[config.mk]
export PLATFORM = sky130hd
export DESIGN_NAME = apb_uart_fifo_ctrl
export DESIGN_NICKNAME = d
export VERILOG_FILES = /design/src/rtl/uart_apb_pkg.sv /design/src/rtl/uart_sync_fifo.sv /design/src/rtl/apb_uart_fifo_ctrl.sv
export SDC_FILE = /design/constraint.sdc
export NUM_CORES = 1
export LEC_CHECK = 0
export CAP_MARGIN = 20
export CORE_MARGIN = 1
export CORE_UTILIZATION = 50
export DETAILED_ROUTE_END_ITERATION = 7
export PLACE_DENSITY = 0.72
export RECOVER_POWER = 100
export SKIP_CTS_REPAIR_TIMING = 1
export SLEW_MARGIN = 20
export SYNTH_ARGS = -nofsm -noshare
export SYNTH_HDL_FRONTEND = slang
export SYNTH_HIERARCHICAL = 1
export SYNTH_SLANG_ARGS = --single-unit
[constraint.sdc]
create_clock -name PCLK -period 6.35 [get_ports PCLK]
set_input_delay 0.635 -clock PCLK [delete_from_list [all_inputs] [get_ports PCLK]]
set_output_delay 0.635 -clock PCLK [all_outputs]
set_load 0.01 [all_outputs]
[src/rtl/uart_apb_pkg.sv]
// Shared register map and bit positions for the APB UART FIFO front-end.
// The optional RXTHR register is enabled by UART_APB_RXTHR_EN.
package uart_apb_pkg;

    localparam int unsigned DATA_W_DEF = 8;

    localparam logic [4:0] OFF_CTRL   = 5'h00;
    localparam logic [4:0] OFF_STATUS = 5'h04;
    localparam logic [4:0] OFF_TXDATA = 5'h08;
    localparam logic [4:0] OFF_RXDATA = 5'h0C;
    localparam logic [4:0] OFF_BAUD   = 5'h10;
    localparam logic [4:0] OFF_RXTHR  = 5'h14;

    localparam int unsigned CTRL_EN       = 0;
    localparam int unsigned CTRL_TXIE     = 1;
    localparam int unsigned CTRL_RXIE     = 2;
    localparam int unsigned CTRL_TX_FLUSH = 3;
    localparam int unsigned CTRL_RX_FLUSH = 4;

    localparam int unsigned ST_TX_EMPTY   = 0;
    localparam int unsigned ST_TX_FULL    = 1;
    localparam int unsigned ST_RX_EMPTY   = 2;
    localparam int unsigned ST_RX_FULL    = 3;
    localparam int unsigned ST_RX_OVR     = 4;
    localparam int unsigned ST_TX_CNT_LSB = 8;
    localparam int unsigned ST_RX_CNT_LSB = 16;

    // A zero divisor would stall the bit engines, so it is stored as 1.
    function automatic logic [15:0] baud_sanitize(input logic [15:0] v);
        return (v == 16'd0) ? 16'd1 : v;
    endfunction

endpackage

[src/rtl/uart_sync_fifo.sv]
// Single-clock FIFO with flush; a push into a full FIFO succeeds only alongside a pop,
// and a pop of an empty FIFO is ignored. Flush has priority over push and pop.
module uart_sync_fifo #(
    parameter int unsigned WIDTH = 8,
    parameter int unsigned DEPTH = 16
) (
    input  logic                     clk_i,
    input  logic                     rst_i,
    input  logic                     push_i,
    input  logic [WIDTH-1:0]         wdata_i,
    input  logic                     pop_i,
    input  logic                     flush_i,
    output logic [WIDTH-1:0]         rdata_o,
    output logic [$clog2(DEPTH):0]   count_o,
    output logic                     full_o,
    output logic                     empty_o
);
    localparam int unsigned AW = $clog2(DEPTH);
    localparam int unsigned CW = AW + 1;

    logic [WIDTH-1:0] mem_q [DEPTH];
    logic [AW-1:0]    wr_ptr_q, wr_ptr_d;
    logic [AW-1:0]    rd_ptr_q, rd_ptr_d;
    logic [CW-1:0]    cnt_q, cnt_d;
    logic             do_push, do_pop;

    assign empty_o = (cnt_q == '0);
    assign full_o  = (cnt_q == CW'(DEPTH));
    assign count_o = cnt_q;
    assign rdata_o = mem_q[rd_ptr_q];

    always_comb begin
        do_pop   = pop_i & ~empty_o;
        do_push  = push_i & (~full_o | do_pop);
        wr_ptr_d = wr_ptr_q;
        rd_ptr_d = rd_ptr_q;
        cnt_d    = cnt_q;
        if (flush_i) begin
            wr_ptr_d = '0;
            rd_ptr_d = '0;
            cnt_d    = '0;
        end else begin
            if (do_push) wr_ptr_d = wr_ptr_q + AW'(1);
            if (do_pop)  rd_ptr_d = rd_ptr_q + AW'(1);
            cnt_d = cnt_q + CW'(do_push) - CW'(do_pop);
        end
    end

    always_ff @(posedge clk_i or posedge rst_i) begin
        if (rst_i) begin
            wr_ptr_q <= '0;
            rd_ptr_q <= '0;
            cnt_q    <= '0;
        end else begin
            wr_ptr_q <= wr_ptr_d;
            rd_ptr_q <= rd_ptr_d;
            cnt_q    <= cnt_d;
        end
    end

    always_ff @(posedge clk_i) begin
        if (do_push && !flush_i) mem_q[wr_ptr_q] <= wdata_i;
    end

endmodule

[src/rtl/apb_uart_fifo_ctrl.sv]
// APB3 register front-end for the UART: TX/RX FIFOs, baud divisor, maskable interrupt.
// Define UART_APB_RXTHR_EN to add the RXTHR threshold register at 0x14.
module apb_uart_fifo_ctrl
    import uart_apb_pkg::*;
#(
    parameter int unsigned DATA_W           = DATA_W_DEF,
    parameter int unsigned TX_DEPTH         = 16,
    parameter int unsigned RX_DEPTH         = 16,
    parameter int unsigned CLKS_PER_BIT_DEF = 868
) (
    input  logic              PCLK,
    input  logic              PRESET,
    input  logic [31:0]       PADDR,
    input  logic              PSEL,
    input  logic              PENABLE,
    input  logic              PWRITE,
    input  logic [31:0]       PWDATA,
    output logic [31:0]       PRDATA,
    output logic              PREADY,
    output logic              PSLVERR,
    output logic              irqreq,
    output logic              tx_valid,
    output logic [DATA_W-1:0] tx_data,
    input  logic              tx_ready,
    input  logic              rx_valid,
    input  logic [DATA_W-1:0] rx_data,
    output logic [15:0]       baud_div
);
    localparam int unsigned TXCW = $clog2(TX_DEPTH) + 1;
    localparam int unsigned RXCW = $clog2(RX_DEPTH) + 1;

    logic [4:0]        addr;
    logic              wr_stb, rd_stb;
    logic              en_q, en_d, txie_q, txie_d, rxie_q, rxie_d;
    logic              ovr_q, ovr_d;
    logic [15:0]       baud_q, baud_d;

    logic              tx_push, tx_pop, tx_flush, tx_full, tx_empty;
    logic [DATA_W-1:0] tx_head;
    logic [TXCW-1:0]   tx_count;
    logic              rx_push, rx_pop, rx_flush, rx_full, rx_empty, rx_drop;
    logic [DATA_W-1:0] rx_head;
    logic [RXCW-1:0]   rx_count;
    logic              rx_term;
    logic [31:0]       status;

    logic              unused_bits;
    assign unused_bits = ^{PADDR[31:5], PWDATA[31:16]};

    assign addr   = PADDR[4:0];
    assign wr_stb = PSEL & PENABLE & PWRITE;
    assign rd_stb = PSEL & PENABLE & ~PWRITE;
    assign PREADY = 1'b1;

    assign tx_valid = en_q & ~tx_empty;
    assign tx_data  = tx_valid ? tx_head : '0;
    assign tx_pop   = tx_valid & tx_ready;
    assign tx_push  = wr_stb & (addr == OFF_TXDATA);
    assign tx_flush = wr_stb & (addr == OFF_CTRL) & PWDATA[CTRL_TX_FLUSH];

    assign rx_push  = rx_valid & en_q;
    assign rx_pop   = rd_stb & (addr == OFF_RXDATA);
    assign rx_flush = wr_stb & (addr == OFF_CTRL) & PWDATA[CTRL_RX_FLUSH];
    // A read in the same cycle frees a slot, so a full FIFO only overflows without one.
    assign rx_drop  = rx_push & rx_full & ~rx_pop & ~rx_flush;

    assign baud_div = baud_q;

    uart_sync_fifo #(
        .WIDTH (DATA_W),
        .DEPTH (TX_DEPTH)
    ) u_tx_fifo (
        .clk_i   (PCLK),
        .rst_i   (PRESET),
        .push_i  (tx_push),
        .wdata_i (PWDATA[DATA_W-1:0]),
        .pop_i   (tx_pop),
        .flush_i (tx_flush),
        .rdata_o (tx_head),
        .count_o (tx_count),
        .full_o  (tx_full),
        .empty_o (tx_empty)
    );

    uart_sync_fifo #(
        .WIDTH (DATA_W),
        .DEPTH (RX_DEPTH)
    ) u_rx_fifo (
        .clk_i   (PCLK),
        .rst_i   (PRESET),
        .push_i  (rx_push),
        .wdata_i (rx_data),
        .pop_i   (rx_pop),
        .flush_i (rx_flush),
        .rdata_o (rx_head),
        .count_o (rx_count),
        .full_o  (rx_full),
        .empty_o (rx_empty)
    );

`ifdef UART_APB_RXTHR_EN
    logic [7:0] rxthr_q, rxthr_d;
    logic [7:0] rxthr_eff;
    assign rxthr_eff = (rxthr_q == 8'd0) ? 8'd1 : rxthr_q;
    assign rx_term   = (32'(rx_count) >= 32'(rxthr_eff));

    always_comb begin
        rxthr_d = rxthr_q;
        if (wr_stb && addr == OFF_RXTHR) rxthr_d = PWDATA[7:0];
    end

    always_ff @(posedge PCLK or posedge PRESET) begin
        if (PRESET) rxthr_q <= 8'd1;
        else        rxthr_q <= rxthr_d;
    end
`else
    assign rx_term = ~rx_empty;
`endif

    assign irqreq = (txie_q & tx_empty) | (rxie_q & rx_term) | ovr_q;

    always_comb begin
        en_d   = en_q;
        txie_d = txie_q;
        rxie_d = rxie_q;
        baud_d = baud_q;
        ovr_d  = ovr_q;
        if (wr_stb && addr == OFF_CTRL) begin
            en_d   = PWDATA[CTRL_EN];
            txie_d = PWDATA[CTRL_TXIE];
            rxie_d = PWDATA[CTRL_RXIE];
        end
        if (wr_stb && addr == OFF_BAUD) baud_d = baud_sanitize(PWDATA[15:0]);
        if (wr_stb && addr == OFF_STATUS && PWDATA[ST_RX_OVR]) ovr_d = 1'b0;
        if (rx_drop) ovr_d = 1'b1;
    end

    always_ff @(posedge PCLK or posedge PRESET) begin
        if (PRESET) begin
            en_q   <= 1'b0;
            txie_q <= 1'b0;
            rxie_q <= 1'b0;
            ovr_q  <= 1'b0;
            baud_q <= 16'(CLKS_PER_BIT_DEF);
        end else begin
            en_q   <= en_d;
            txie_q <= txie_d;
            rxie_q <= rxie_d;
            ovr_q  <= ovr_d;
            baud_q <= baud_d;
        end
    end

    always_comb begin
        status                             = '0;
        status[ST_TX_EMPTY]                = tx_empty;
        status[ST_TX_FULL]                 = tx_full;
        status[ST_RX_EMPTY]                = rx_empty;
        status[ST_RX_FULL]                 = rx_full;
        status[ST_RX_OVR]                  = ovr_q;
        status[ST_TX_CNT_LSB +: 8]         = 8'(tx_count);
        status[ST_RX_CNT_LSB +: 8]         = 8'(rx_count);
    end

    always_comb begin
        PRDATA = '0;
        if (PSEL && !PWRITE) begin
            case (addr)
                OFF_CTRL: begin
                    PRDATA[CTRL_EN]   = en_q;
                    PRDATA[CTRL_TXIE] = txie_q;
                    PRDATA[CTRL_RXIE] = rxie_q;
                end
                OFF_STATUS: PRDATA = status;
                OFF_RXDATA: PRDATA = rx_empty ? 32'd0 : 32'(rx_head);
                OFF_BAUD:   PRDATA = 32'(baud_q);
`ifdef UART_APB_RXTHR_EN
                OFF_RXTHR:  PRDATA = 32'(rxthr_q);
`endif
                default:    PRDATA = '0;
            endcase
        end
    end

    // The dropped TX push only counts as an error when no engine pop frees a slot.
    assign PSLVERR = (wr_stb & (addr == OFF_TXDATA) & tx_full & ~tx_pop)
                   | (rd_stb & (addr == OFF_RXDATA) & rx_empty);

endmodule

==> metrics.txt <==
hpwl dp 18.9 mm; post-synthesis instance area 13,400 sq um; Clk pwr share 38.6%; Final ANT Viol Nets 0; Net Sw Frac 25.0%; Final Max Tran Viols 32; maximum vdd drop 0.257 mV; Initial DRC Count 644; CTS buffer count 31; Yosys cell types 57; worst path required time 5.71 ns; Sw Pwr 1.31 mW; worst hold path class flop to flop; Syn. warnings 6; Area growth, synth to finish 15.5%; maximum clock frequency 192 MHz; leakage 5.57 nW; Mapped Cells 844; Die Height 166 microns; final count of hold timing violations 0; RSZ-0062 raised after global routing no; max-slew headroom at the worst pin -17.0%; WS Path Type flop to output port; Worst Path Max Fanout 31; fin cells 1,303; CP Launch Type flop; wire length per cell 21.9 microns; Initial Utilization 51.1%; max cap viols 1; root buffer cell clkbuf_16; vias in the first global route 7,531; input/output buffers 83; Main synth FF type edfxtp_1; boundary pin count 139; run status finished, violations left; Crit. End Element output port; Antenna Diode Count 0; final worst slack 1.14 ns; Final setup viols 0; Final Cycle Share 82.1%; CTS sink count 302; die width 166 microns; first-pass GRT wire length 44.3 mm; most frequent cells in the layout 256 x edfxtp_1, 67 x mux2i_1, 59 x dlygate4sd3_1; violated checks design-rule violations, max-capacitance violations, max-slew violations; Clock Skew 0.0246 ns; setup TNS 0 ns; Area after DPL 14,500 sq um; final instance area 15,500 sq um; fillers 1,967; share of layout cells above drive strength 1 14.4%; length of the first detailed-routing pass in iterations 7; clk_lat worst skew 0.56 ns; aggregate global-route resource usage 21.0%; slew of the pin with the lowest slew margin 1.76 ns; Final Wtd Congestion 0.842; pin count of the biggest net entering global routing 32; CTS tree yes; register share of total power 45.3%; Placed Cells 1,245; Setup Slack @ Placement 2.18 ns; crit path time final 5.21 ns; num rows 59; P per Cell Area 339 nW/um^2; Final Power 5.25 mW; total number of vias 7,569; clock-pin slew on the worst setup and hold paths 0.06 ns; Core Footprint 26,200 sq um; Hold Slack 0.521 ns; Max Root-Sink Buffers 3; Mapped Avg Cell Area 15.9 sq um; Remaining DRCs 6; internal power 3.93 mW; Post-synth EDFFs 256; Worst EP arrival 4.58 ns; # H-tree levels 1; Async S/R FF share, synth 15.2%; Core Util, Final 59.1%; initial antenna violation count 0; global route overflow 0; combinational share of power 16.1%; vias per inst 5.81; most common cell after layout, fill and taps aside edfxtp_1; Die ar. 27,500 sq um; synthesized flop and latch total 302; sequential share of the synthesized area 66.0%; final layout net count 1,044; final WL 28.5 mm
## per-layer routing
layer / part of all wire, % / global-route usage (%) / up-vias
met4: 1.5 / 4.51 / 0
met1: 45 / 30.4 / 3876
li1: - / - / 3449
met5: 0 / 0 / -
met3: 5.2 / 2.86 / 30
met2: 49 / 34.0 / 214
## final cells by class
| class | instances | area [sq um] | share of cell area (%) |
|---|---|---|---|
| repair buffers | 106 | 941 | 6.08 |
| well taps | 335 | 419 | 2.71 |
| multi-input cells | 478 | 4040 | 26.1 |
| inverters | 24 | 90.1 | 0.582 |
| clock buffers | 38 | 812 | 5.24 |
| flip-flops and latches | 302 | 8840 | 57.1 |
| clock inverters | 20 | 344 | 2.22 |
## Yosys cell counts, types with 15 or more instances
cell | number | area (sq um)
edfxtp_1 | 256 | 7690
mux2i_1 | 67 | 671
nand2_1 | 43 | 161
dfrtp_1 | 41 | 1030
mux4_2 | 32 | 721
nor2_1 | 31 | 116
a21oi_1 | 26 | 130
nand3_1 | 26 | 130
o21ai_0 | 25 | 125
inv_1 | 22 | 82.6
ha_1 | 20 | 250
a221oi_2 | 19 | 285
nor3_1 | 18 | 90.1
and2_1 | 17 | 106
buf_4 | 17 | 128
a22oi_1 | 16 | 120
nor2b_1 | 15 | 93.8
## kinds of logic after synthesis
family	synth area share, %
compound gates	6.49
xor+xnor	0.915
fa+ha+maj	2.17
buf+inv	3.63
flops	66.0
mux	12.5
other cells	0.0560
simple gates	8.25
## critical path: stages, from the launching register on
cell and delay (ns):
dfrtp_1 1.51, clkbuf_2 0.83, mux4_2 0.60, a22oi_1 0.21, nand2_1 0.11, and2_1 0.15
dlygate4sd3_1 0.60
## sequential cells by signal (all words and copies together) (netlist names)
signal	cells
u_rx_fifo/mem_q	128
ovr_q	1
txie_q	1
u_tx_fifo/count_o	5
u_tx_fifo/wr_ptr_q	4
u_rx_fifo/count_o	5
en_q	1
u_tx_fifo/rd_ptr_q	4
baud_div	16
u_rx_fifo/rd_ptr_q	4
u_tx_fifo/mem_q	128
rxie_q	1
u_rx_fifo/wr_ptr_q	4
## path summary, 6_finish.rpt
check,from,to,slack [ns],depth (start not counted)
setup / recovery,u_tx_fifo/rd_ptr_q[0]$_DFFE_PP0P_,tx_data[2],1.14,6
hold / removal,baud_div[15]$_DFFE_PP0P_,baud_div[15]$_DFFE_PP0P_,0.52,1
setup reg to reg,u_tx_fifo/count_o[2]$_DFF_PP0_,u_tx_fifo/mem_q[0][7]$_DFFE_PP_,2.20,10
hold reg to reg,baud_div[15]$_DFFE_PP0P_,baud_div[15]$_DFFE_PP0P_,0.52,1
max in group asynchronous,PRESET,baud_div[0]$_DFFE_PP0P_,5.07,2
min in group asynchronous,PRESET,u_tx_fifo/wr_ptr_q[0]$_DFFE_PP0P_,0.68,2
## power by group through the flow
stage | clock network (mW) | logic (mW) | registers (mW)
after detailed placement | 0 | 0.854 | 2.42
after CTS | 2.06 | 0.855 | 2.38
after global routing | 2.15 | 0.930 | 2.39
final | 2.03 | 0.843 | 2.38
after global placement | 0 | 0.829 | 2.42
after floorplan | 0 | 0.750 | 2.31
(Power assumes the default switching activity.)
